--- src/rtl/bp_be_branch_resolver.sv ---
// Branch resolver: computes actual next PC / mispredict and queues results for the FE.
// Latency: an accepted result reaches the head one cycle later; drops wrong-path results after a miss.
// Backpressure: br_ready_o = ~full from registered state only; FE pops with valid/yumi.

// Generic circular FIFO; any depth >= 2, count-based full/empty, synchronous clear.
// Latency: one cycle from enqueue to visibility at the head.
// Backpressure: full_o from registered count; yumi ignored while empty.
module bp_be_resolve_fifo #(
    parameter int width_p = 8,
    parameter int els_p   = 4
) (
    input  logic               clk_i,
    input  logic               reset_n_i,
    input  logic               clr_i,
    input  logic               enq_v_i,
    input  logic [width_p-1:0] enq_dat_i,
    output logic               full_o,
    input  logic               deq_yumi_i,
    output logic               deq_v_o,
    output logic [width_p-1:0] deq_dat_o
);
    localparam int ptr_w = (els_p > 1) ? $clog2(els_p) : 1;
    localparam int cnt_w = $clog2(els_p + 1);

    logic [width_p-1:0] mem [els_p];
    logic [ptr_w-1:0]   wptr_q, rptr_q;
    logic [cnt_w-1:0]   cnt_q;
    logic               enq, deq;

    function automatic logic [ptr_w-1:0] ptr_inc(input logic [ptr_w-1:0] p);
        return (p == ptr_w'(els_p - 1)) ? '0 : p + ptr_w'(1);
    endfunction

    assign full_o    = (cnt_q == cnt_w'(els_p));
    assign deq_v_o   = (cnt_q != '0);
    assign deq_dat_o = mem[rptr_q];
    assign enq       = enq_v_i & ~full_o & ~clr_i;
    assign deq       = deq_yumi_i & deq_v_o & ~clr_i;

    always_ff @(posedge clk_i or negedge reset_n_i) begin
        if (!reset_n_i) begin
            wptr_q <= '0;
            rptr_q <= '0;
            cnt_q  <= '0;
        end else if (clr_i) begin
            wptr_q <= '0;
            rptr_q <= '0;
            cnt_q  <= '0;
        end else begin
            if (enq) wptr_q <= ptr_inc(wptr_q);
            if (deq) rptr_q <= ptr_inc(rptr_q);
            if (enq && !deq)      cnt_q <= cnt_q + cnt_w'(1);
            else if (deq && !enq) cnt_q <= cnt_q - cnt_w'(1);
        end
    end

    // Payload storage needs no reset; validity is tracked by cnt_q.
    always_ff @(posedge clk_i) begin
        if (enq) mem[wptr_q] <= enq_dat_i;
    end
endmodule

module bp_be_branch_resolver #(
    parameter int vaddr_width_p               = 39,
    parameter int branch_metadata_fwd_width_p = 36,
    parameter int fifo_els_p                  = 4,
    parameter int squash_cnt_width_p          = 8
) (
    input  logic                                   clk_i,
    input  logic                                   reset_n_i,
    input  logic                                   flush_i,
    input  logic                                   br_v_i,
    output logic                                   br_ready_o,
    input  logic [vaddr_width_p-1:0]               br_pc_i,
    input  logic [vaddr_width_p-1:0]               br_tgt_i,
    input  logic                                   br_taken_i,
    input  logic                                   br_nonbr_i,
    input  logic [vaddr_width_p-1:0]               br_pred_npc_i,
    input  logic [branch_metadata_fwd_width_p-1:0] br_metadata_i,
    output logic                                   resolve_v_o,
    output logic [vaddr_width_p-1:0]               resolve_pc_o,
    output logic                                   resolve_miss_o,
    output logic                                   resolve_taken_o,
    output logic                                   resolve_nonbr_o,
    output logic [branch_metadata_fwd_width_p-1:0] resolve_br_metadata_o,
    input  logic                                   resolve_yumi_i,
    output logic [squash_cnt_width_p-1:0]          squash_cnt_o
);
    typedef struct packed {
        logic [vaddr_width_p-1:0]               npc;
        logic                                   miss;
        logic                                   taken;
        logic                                   nonbr;
        logic [branch_metadata_fwd_width_p-1:0] metadata;
    } entry_t;

    typedef enum logic {e_run, e_drop} state_e;

    state_e state_q, state_n;
    entry_t in_entry, head;
    logic   full, empty_n, accept, enq, drop, deq;

    always_comb begin
        in_entry          = '0;
        in_entry.taken    = br_taken_i & ~br_nonbr_i;
        in_entry.nonbr    = br_nonbr_i;
        in_entry.npc      = in_entry.taken ? br_tgt_i : br_pc_i + vaddr_width_p'(4);
        in_entry.miss     = (in_entry.npc != br_pred_npc_i);
        in_entry.metadata = br_metadata_i;
    end

    assign br_ready_o = ~full;
    assign accept     = br_v_i & br_ready_o & ~flush_i;
    assign enq        = accept & (state_q == e_run);
    assign drop       = accept & (state_q == e_drop);
    assign deq        = resolve_yumi_i & resolve_v_o & ~flush_i;

    bp_be_resolve_fifo #(
        .width_p ($bits(entry_t)),
        .els_p   (fifo_els_p)
    ) fifo (
        .clk_i      (clk_i),
        .reset_n_i  (reset_n_i),
        .clr_i      (flush_i),
        .enq_v_i    (enq),
        .enq_dat_i  (in_entry),
        .full_o     (full),
        .deq_yumi_i (deq),
        .deq_v_o    (empty_n),
        .deq_dat_o  (head)
    );

    // Flags are gated by valid so reset forces them low without resetting storage.
    assign resolve_v_o           = empty_n;
    assign resolve_pc_o          = head.npc;
    assign resolve_miss_o        = empty_n & head.miss;
    assign resolve_taken_o       = empty_n & head.taken;
    assign resolve_nonbr_o       = empty_n & head.nonbr;
    assign resolve_br_metadata_o = head.metadata;

    always_comb begin
        state_n = state_q;
        if (flush_i)                                   state_n = e_run;
        else if (state_q == e_run && enq && in_entry.miss) state_n = e_drop;
        else if (state_q == e_drop && deq && head.miss)    state_n = e_run;
    end

    always_ff @(posedge clk_i or negedge reset_n_i) begin
        if (!reset_n_i) begin
            state_q      <= e_run;
            squash_cnt_o <= '0;
        end else begin
            state_q <= state_n;
            if (drop && squash_cnt_o != '1)
                squash_cnt_o <= squash_cnt_o + squash_cnt_width_p'(1);
        end
    end
endmodule

--- config.mk ---
export PLATFORM = sky130hd
export DESIGN_NAME = bp_be_branch_resolver
export DESIGN_NICKNAME = d
export VERILOG_FILES = /design/src/rtl/bp_be_branch_resolver.sv
export SDC_FILE = /design/constraint.sdc
export NUM_CORES = 1
export LEC_CHECK = 0
export BUFFER_PORTS_ARGS = -buffer_cell sky130_fd_sc_hd__buf_2
export CORE_MARGIN = 5
export CORE_UTILIZATION = 40
export CTS_CLUSTER_DIAMETER = 60
export CTS_CLUSTER_SIZE = 8
export DETAILED_ROUTE_END_ITERATION = 8
export MAX_ROUTING_LAYER = met4
export PLACE_DENSITY = 0.65
export SYNTH_ARGS = -nofsm -noshare
export SYNTH_HDL_FRONTEND = slang
export SYNTH_SLANG_ARGS = --single-unit
--- constraint.sdc ---
create_clock -name clk_i -period 5.2 [get_ports clk_i]
set_input_delay 0.26 -clock clk_i [delete_from_list [all_inputs] [get_ports clk_i]]
set_output_delay 0.26 -clock clk_i [all_outputs]
set_load 0.02 [all_outputs]
==> results of run 1 <==
==> logic make-up (layout without fill, tap and decap cells) <==
| family | count (synthesis) | after routing | share of synthesized area [%] |
|---|---|---|---|
| AOI/OAI and AO/OA | 124 | 124 | 5.25 |
| xor gates and xnor gates | 87 | 87 | 5.36 |
| adders and majority gates | 8 | 8 | 0.729 |
| buffers and inverters | 80 | 401 | 2.13 |
| DFF | 328 | 328 | 66.2 |
| muxes | 84 | 84 | 12.3 |
| other | 0 | 7 | 0 |
| and+or+nand+nor | 233 | 233 | 8.06 |
==> power groups by stage <==
stage / sequential (W) / combinational, W / clock, W
detailed placement: 0.00328 / 0.00171 / 0
floorplan: 0.00321 / 0.00114 / 0
CTS: 0.00323 / 0.00174 / 0.00287
global route: 0.00324 / 0.00184 / 0.00298
global placement: 0.00327 / 0.00169 / 0
finish: 0.00322 / 0.00171 / 0.00280
==> layout by cell type (no fill, tap or decap), drive strengths merged, types with 7 or more instances in the layout <==
| cell | instances |
|---|---|
| nand2 | 60 |
| a31oi | 13 |
| dlygate4sd3 | 40 |
| edfxtp | 312 |
| nor3 | 14 |
| mux4 | 78 |
| ha | 7 |
| a21oi | 37 |
| and2 | 11 |
| xor2 | 41 |
| buf | 261 |
| dfrtp | 16 |
| nand4 | 20 |
| clkbuf | 67 |
| inv | 30 |
| and4 | 7 |
| nor4 | 16 |
| nor2 | 56 |
| xnor2 | 44 |
| nand3 | 20 |
| diode | 7 |
| o21ai | 31 |
==> final timing paths <==
kind / end / cells after the start / start
worst max-delay path: state_q$_DFFE_PN0P_ / 11 / br_nonbr_i
worst min-delay path: fifo.mem[1][42]$_DFFE_PP_ / 3 / br_tgt_i[3]
worst max register to register: fifo.mem[3][41]$_DFFE_PP_ / 6 / fifo.cnt_q[1]$_DFFE_PN0P_
worst min register to register: squash_cnt_o[6]$_DFFE_PN0P_ / 1 / squash_cnt_o[6]$_DFFE_PN0P_
max in group asynchronous: fifo.rptr_q[1]$_DFFE_PN0P_ / 2 / reset_n_i
min in group asynchronous: squash_cnt_o[4]$_DFFE_PN0P_ / 2 / reset_n_i
==> metrics by stage <==
step           power, W  instance area [um2]  worst slack (ns)
2_1_floorplan   0.00435                14800              1.84
3_3_place_gp    0.00496                16500              1.44
3_5_place_dp    0.00498                16500              1.45
4_1_cts         0.00783                18300              1.61
5_1_grt         0.00806                18300              1.44
6_report        0.00773                18300              1.56
==> final cells by class <==
type | count | area share [%]
Clock buffer | 67 | 7.13
Sequential cell | 328 | 53.5
Timing Repair Buffer | 301 | 9.53
Tap cell | 468 | 3.20
Multi-Input combinational cell | 536 | 25.7
Clock inverter | 5 | 0.328
Antenna cell | 7 | 0.0958
Inverter | 28 | 0.575
==> sequential cells by signal (all words and copies together) (netlist names) <==
name	flops
fifo.mem	312
squash_cnt_o	8
fifo.cnt_q	3
fifo.rptr_q	2
fifo.wptr_q	2
state_q	1
==> per-layer routing <==
layer	up-vias	share of wire, %
met1	4748	44
met5	-	0
met3	66	7.2
met2	370	47
met4	0	2.1
li1	4325	-
==> worst max-delay path: stages <==
cell and delay, ns:
dlygate4sd3_1 0.54, buf_2 0.15, nand2b_2 0.38, inv_2 0.57, buf_4 0.31, o21ai_0 0.23
xor2_1 0.23, nor4_1 0.32, nand4_1 0.21, or4_4 0.65, a21o_1 0.20
==> flow_summary.ini, run 1 <==
[status]
status = complete, no violations

[global_routing]
grtUsageMet3_pct = 4.80
use_met2_pct = 31.1
grt-busiest-layer = met2
grt_pass1_vias = 9941
met1_usage_pct = 26.8
grt_use_total_pct = 20.1
grt_start_max_net_pins = 62
grt-ovfl-total = 0
antenna_found_initial = 6
grt_pass1_wl_um = 60600

[drt]
drt_wl_total_um = 40500
drt_iter0_drc = 632
wl_per_cell_um = 23.3
firstDrtPassIters = 5
ant_nets = 0
vias_per_cell = 5.46
drc = 0
via_count = 9509

[synth]
synthTopCellsByArea = edfxtp_1, mux4_2, dfrtp_1, xnor2_1, xor2_1
synth_edf_count = 312
async_reset_ff_share_pct = 4.88
ys_seq_elements = 328
syn_inst = 944
syn-num-nets = 1112
syn_avg_cell_area_um2 = 15.6
yosysTopAreaCell = edfxtp_1
synth_ff_type = edfxtp_1
ys_seq_area_share_pct = 66.2
netlist_area_mm2 = 0.0148
ys.warnings.count = 0
synth_common_cells = edfxtp_1, mux4_2, nand2_1
yosysUniqueCellTypes = 57
synthMostInstantiatedCell = edfxtp_1
netlist.area_leader.share_pct = 63.5

[final_layout]
multi_input_area_mm2 = 0.00469
final_util_pct = 50.1
layout.nets = 1411
stdcell_count = 1740
seq_area_mm2 = 0.00978
syn_to_final_growth_pct = 23.8
fillers = 3158
layout-drive-gt1-share_pct = 32.4

[timing]
clock_skew_ns = 0.0205
holdWs_ns = 0.102
slew_headroom_pct = 19.5
rsz0062_at_grt = no
final_max_slew_viol_count = 0
fin_crit_sh_pct = 70.0
period_minus_slack_ns = 3.64
hold_viol = 0
worst_slew_pin_slew_ns = 1.20
setup_viol = 0
fmax_mhz = 275
fin_tns_setup_ns = 0

[placed_design]
dpl.cell_count = 1621
gpl.final_weighted_congestion = 0.913
port_buffers = 247
dp_hpwl_um = 28300

[floorplanning]
dieArea_mm2 = 0.0409
die_w_um = 202
core_area_mm2 = 0.0365
ios = 248
row_count = 70
die_h_um = 202
start_util_pct = 40.4

[power_and_ir_drop]
p_int_w = 0.00556
switchingPower_w = 0.00218
pwr-share-comb_pct = 22.1
ir_drop_mv = 0.214
clockPowerShare_pct = 36.2
seqPwrFrac_pct = 41.6
switching_share_pct = 28.1
power_density_mw_per_mm2 = 423
power_leakage_nw = 6.40

[job]
maxCapViolCount = 0

[clock_tree]
clk_latency_ns = 0.57
clk_pin_slew_worst_paths_ns = 0.05
cts_tree = yes
clockBufferDepth = 3
cts_hold_buf = 40
cts_htree_levels = 2
cts_resized = 0
clock_sinks = 328
cts_setup_buffers = 0
numCtsBuffers = 48
cts_root_buf = clkbuf_16

[setup_path]
cp-start-kind = input pin
r2r_setup_slack_ns = 2.19
cp.required_ns = 5.64
critical_path_arrival_ns = 4.08
end_kind = flip-flop
path_max_fanout = 35
path_class = input pin to flip-flop

[min_path]
min_path_type = input pin to flip-flop
Power figures use the tool's default switching activity.
==> inputs of run 2 (changes only) <==
- PLACE_DENSITY: 0.65 -> 0.67
- clock period: 5.2 -> 2.92 ns (I/O delays scaled with it)
==> flow_summary.ini, run 2 (synthesized netlist as in run 1, its figures left out) <==
[status]
status = complete, no violations

[floorplanning]
ios = 248
start_util_pct = 40.4
die_w_um = 202
core_area_mm2 = 0.0365
die_h_um = 202
dieArea_mm2 = 0.0409
row_count = 70

[global_routing]
grt_use_total_pct = 21.1
grt_start_max_net_pins = 44
grt-ovfl-total = 0
antenna_found_initial = 3
grt_pass1_wl_um = 64000
grt_pass1_vias = 10300

[setup_path]
end_kind = flip-flop
worstSetupStartpoint = br_pc_i[3]
crit-reg2reg-launch = fifo.cnt_q[1]$_DFFE_PN0P_
r2r_setup_slack_ns = 0.53
cpMostUsedCell = or4_4
path_max_fanout = 5
reg2reg_to = fifo.cnt_q[2]$_DFFE_PN0P_
path_class = input pin to flip-flop
cp-start-kind = input pin
critical_path_arrival_ns = 3.17
cp_cell_sequence = buf_2 > ha_1 > nand3_1 > buf_4 > or3_1 > or4_4 > xor3_1 > and4_1 > nand4b_1 > a211o_1 > or4_4 > a21o_1
crit_slowest_cell = or4_4
cp.required_ns = 3.35
cpPeakStageDelay_ns = 0.60
reg2reg_depth = 10

[timing]
setup_viol = 0
rsz0062_at_grt = no
final_max_slew_viol_count = 0
period_minus_slack_ns = 2.74
clock_skew_ns = 0.0170
slew_headroom_pct = 47.5
worst_slew_pin_slew_ns = 0.783
hold_viol = 0
fin_crit_sh_pct = 93.9
fmax_mhz = 365

[placed_design]
dpl.cell_count = 1732
port_buffers = 247
dp_hpwl_um = 31700
gpl.final_weighted_congestion = 1.01

[drt]
firstDrtPassIters = 5
vias_per_cell = 5.32
wl_per_cell_um = 22.8
drt_iter0_drc = 675
via_count = 9836
ant_nets = 0
drc = 0
drt_wl_total_um = 42200

[final_layout]
fillers = 3056
syn_to_final_growth_pct = 30.1
layout.nets = 1521
final_util_pct = 52.6
largest_reg_flops = 312
layout_commonest_cell = edfxtp_1
layout-drive-gt1-share_pct = 37.8
top_register = fifo.mem
stdcell_count = 1848
reg.largest.list = fifo.mem: 312 flops, squash_cnt_o: 8 flops, fifo.cnt_q: 3 flops
mostFrequentLayoutCells = edfxtp_1, buf_2, buf_4

[power_and_ir_drop]
power_density_mw_per_mm2 = 715
seqPwrFrac_pct = 41.3
ir_drop_mv = 0.472
switching_share_pct = 27.9
pwr-share-comb_pct = 23.8
p_int_w = 0.00991
power_leakage_nw = 6.94
clockPowerShare_pct = 35.0
switchingPower_w = 0.00383

[min_path]
hold_depth = 3
min_from = br_pc_i[0]
worstHoldEndpoint = fifo.mem[3][39]$_DFFE_PP_
min_path_type = input pin to flip-flop

[clock_tree]
clk_pin_slew_worst_paths_ns = 0.05
clockBufferDepth = 3
cts_setup_buffers = 0
clock_sinks = 328
numCtsBuffers = 47
clk_latency_ns = 0.54
cts_root_buf = clkbuf_16
cts_tree = yes
cts_htree_levels = 2

[job]
maxCapViolCount = 0
-- run 2: worst max-delay path by stage --
stage | slack [ns] | end
after floorplan | 0.003 | state_q$_DFFE_PN0P_
after global placement | -0.69 | state_q$_DFFE_PN0P_
after detailed placement | -0.40 | state_q$_DFFE_PN0P_
after CTS | 0.19 | state_q$_DFFE_PN0P_
after global routing | 0.14 | state_q$_DFFE_PN0P_
final | 0.18 | state_q$_DFFE_PN0P_
-- run 2: worst max-delay path, delay by kind of cell --
kind | cells | cell delay [ns]
xor gates and xnor gates | 1 | 0.21
adders and majority gates | 1 | 0.16
AOI/OAI and AO/OA | 2 | 0.53
buffers and inverters | 2 | 0.27
and+or+nand+nor | 6 | 1.87
-- run 2: area by class of cell --
class                      count  area [um2]  share of cell area [%]
antenna                        5        12.5                  0.0651
multi-input combinational    536        4710                    24.5
inverter                      28         105                   0.547
timing repair buffer         412        2710                    14.1
clock inverter                 2        12.5                  0.0651
tap                          468         586                    3.05
sequential                   328        9780                    50.9
clock buffer                  69        1300                    6.77
-- run 2: what timing repair did --
action	4_1_cts	5_1_grt
gates resized for setup	0	1
endpoints found under the setup margin	0	5
hold buffers	40	0
hold endpoints to repair	172	0
-- run 2: layer usage --
metal	GRT usage, %	up-vias	wire, um
met4	6.13	0	1210
met3	5.01	72	3110
met1	28.4	4850	18300
met2	32.5	389	19600
li1	-	4525	-
met5	-	-	0
-- run 2: metrics by stage --
| stage | total power, W | TNS (ns) | hold WS (ns) | instance area [um2] | worst slack [ns] |
|---|---|---|---|---|---|
| floorplan | 0.00773 | 0 | -0.150 | 14800 | 0.00316 |
| global placement | 0.00899 | -3.32 | 0.0856 | 17500 | -0.686 |
| detailed placement | 0.00904 | -1.86 | 0.0989 | 17500 | -0.398 |
| CTS | 0.0140 | 0 | 0.00158 | 19200 | 0.193 |
| global route | 0.0144 | 0 | 0.0311 | 19200 | 0.142 |
| finish | 0.0137 | 0 | 0.0406 | 19200 | 0.178 |
-- run 2: power by group through the flow --
stage	logic, W	clock network, W	registers, W
6_report	0.00327	0.00480	0.00567
5_1_grt	0.00352	0.00517	0.00570
4_1_cts	0.00333	0.00495	0.00568
3_5_place_dp	0.00328	0	0.00576
3_3_place_gp	0.00325	0	0.00574
2_1_floorplan	0.00203	0	0.00570
==> inputs of run 3 (changes only) <==
- CORE_UTILIZATION: 40 -> 39
- HOLD_SLACK_MARGIN: default -> 0.12
- PLACE_DENSITY: 0.67 -> 0.66
==> flow_summary.ini, run 3 (synthesized netlist as in run 1, its figures left out) <==
[final_layout]
mostFrequentLayoutCells = edfxtp_1, buf_2, buf_4
layout-drive-gt1-share_pct = 37.8
reg.largest.list = fifo.mem: 312 flops, squash_cnt_o: 8 flops, fifo.cnt_q: 3 flops
final_util_pct = 53.0
layout_commonest_cell = edfxtp_1
fillers = 3189
top_register = fifo.mem
final_area_mm2 = 0.0199
syn_to_final_growth_pct = 34.6
largest_reg_flops = 312
layout.nets = 1568

[setup_path]
path_class = input pin to flip-flop
worstSetupStartpoint = br_tgt_i[22]
critical_path_arrival_ns = 3.24
cpPeakStageDelay_ns = 0.61
path_max_fanout = 5
cp_cell_sequence = dlygate4sd3_1 > buf_2 > xor2_1 > nor4_1 > buf_4 > a31oi_1 > a311oi_2 > nand3_1 > a2111oi_1 > nand4_1 > or4_4 > a21o_1
cp.required_ns = 3.36
end_kind = flip-flop
crit_slowest_cell = or4_4
crit-reg2reg-launch = fifo.cnt_q[1]$_DFFE_PN0P_
crit_family = simple AND/OR/NAND/NOR gates
path_buf_inv = 3
cp-start-kind = input pin

[timing]
fmax_mhz = 357
setup_ws_ns = 0.122
period_minus_slack_ns = 2.80
worst_slew_pin_slew_ns = 0.862
clock_skew_ns = 0.0160
rsz0062_at_grt = no
holdWs_ns = 0.182
setup_viol = 0
hold_viol = 0
fin_crit_sh_pct = 95.8
final_max_slew_viol_count = 0
slew_headroom_pct = 42.1

[placed_design]
dp_hpwl_um = 32000
gpl.final_weighted_congestion = 0.938
port_buffers = 247
dpl_worst_slack_ns = -0.332
dpl-instance-area_mm2 = 0.0177

[drt]
drt_iter0_drc = 721
drc = 0
vias_per_cell = 5.19
wl_per_cell_um = 22.2
drt_wl_total_um = 43100
via_count = 10100
ant_nets = 0
firstDrtPassIters = 5

[global_routing]
grt_start_max_net_pins = 41
grt_use_total_pct = 21.3
antenna_found_initial = 1
grt_pass1_wl_um = 64800
grt_pass1_vias = 10600
grt-ovfl-total = 0

[clock_tree]
clockBufferDepth = 3
cts_htree_levels = 2
clk_latency_ns = 0.57
cts_tree = yes
cts_root_buf = clkbuf_16
cts_setup_buffers = 0
clock_sinks = 328
numCtsBuffers = 49
clk_pin_slew_worst_paths_ns = 0.05

[floorplanning]
die_w_um = 205
die_h_um = 205
ios = 248
start_util_pct = 39.4
dieArea_mm2 = 0.0419
row_count = 71
core_area_mm2 = 0.0375

[power_and_ir_drop]
switchingPower_w = 0.00399
clockPowerShare_pct = 37.1
pwr-share-comb_pct = 23.0
power_density_mw_per_mm2 = 720
power_leakage_nw = 7.22
seqPwrFrac_pct = 40.0
p_int_w = 0.0103
switching_share_pct = 27.9
ir_drop_mv = 0.443

[min_path]
min_from = br_tgt_i[6]
min_path_type = input pin to flip-flop

[status]
status = complete, no violations

[job]
maxCapViolCount = 0
run 3: layout make-up:
class | count | area, um2 | area share [%]
repair buffers | 457 | 3170 | 15.9
clock buffers | 69 | 1320 | 6.66
flip-flops and latches | 328 | 9780 | 49.2
diodes | 1 | 2.50 | 0.0126
clock inverters | 8 | 148 | 0.743
multi-input cells | 536 | 4710 | 23.7
inverters | 28 | 105 | 0.529
well taps | 511 | 639 | 3.22
run 3: metal layers:
layer	up-vias	GRT usage [%]	part of all wire, %
li1	4631	-	-
met1	4964	27.4	41
met2	395	34.2	49
met3	64	4.48	7.2
met4	0	6.77	2.9
met5	-	-	0
run 3: worst min-delay path, cell delays in order:
cell and delay, ns:
buf_2 0.12, nand2_1 0.05, o21ai_0 0.23
run 3: power groups by stage:
stage                     Combinational [W]  Sequential (W)  Clock [W]
after floorplan                     0.00203         0.00570          0
after global placement              0.00321         0.00579          0
after detailed placement            0.00324         0.00582          0
after CTS                           0.00334         0.00573    0.00548
after global routing                0.00352         0.00575    0.00568
final                               0.00328         0.00571    0.00530
run 3: per-stage QoR:
stage	TNS, ns	total power [W]	std cells
after global routing	0	0.0150	1938
after global placement	-1.55	0.00901	1788
after CTS	0	0.0145	1937
after detailed placement	-1.51	0.00906	1788
final	0	0.0143	1938
after floorplan	0	0.00773	944
run 3: worst paths after layout:
check	endpoint	slack [ns]	cells past startpoint
min in group asynchronous	fifo.rptr_q[0]$_DFFE_PN0P_	0.80	3
hold reg to reg	squash_cnt_o[6]$_DFFE_PN0P_	0.49	1
setup / recovery	state_q$_DFFE_PN0P_	0.12	12
hold / removal	fifo.mem[0][45]$_DFFE_PP_	0.18	3
setup reg to reg	fifo.cnt_q[2]$_DFFE_PN0P_	0.70	9
max in group asynchronous	fifo.rptr_q[1]$_DFFE_PN0P_	1.52	3
run 3: timing repair:
item | CTS | global route
gates resized for setup | 0 | 2
endpoints found under the hold margin | 284 | 0
setup endpoints to repair | 0 | 5
hold buffers | 72 | 0
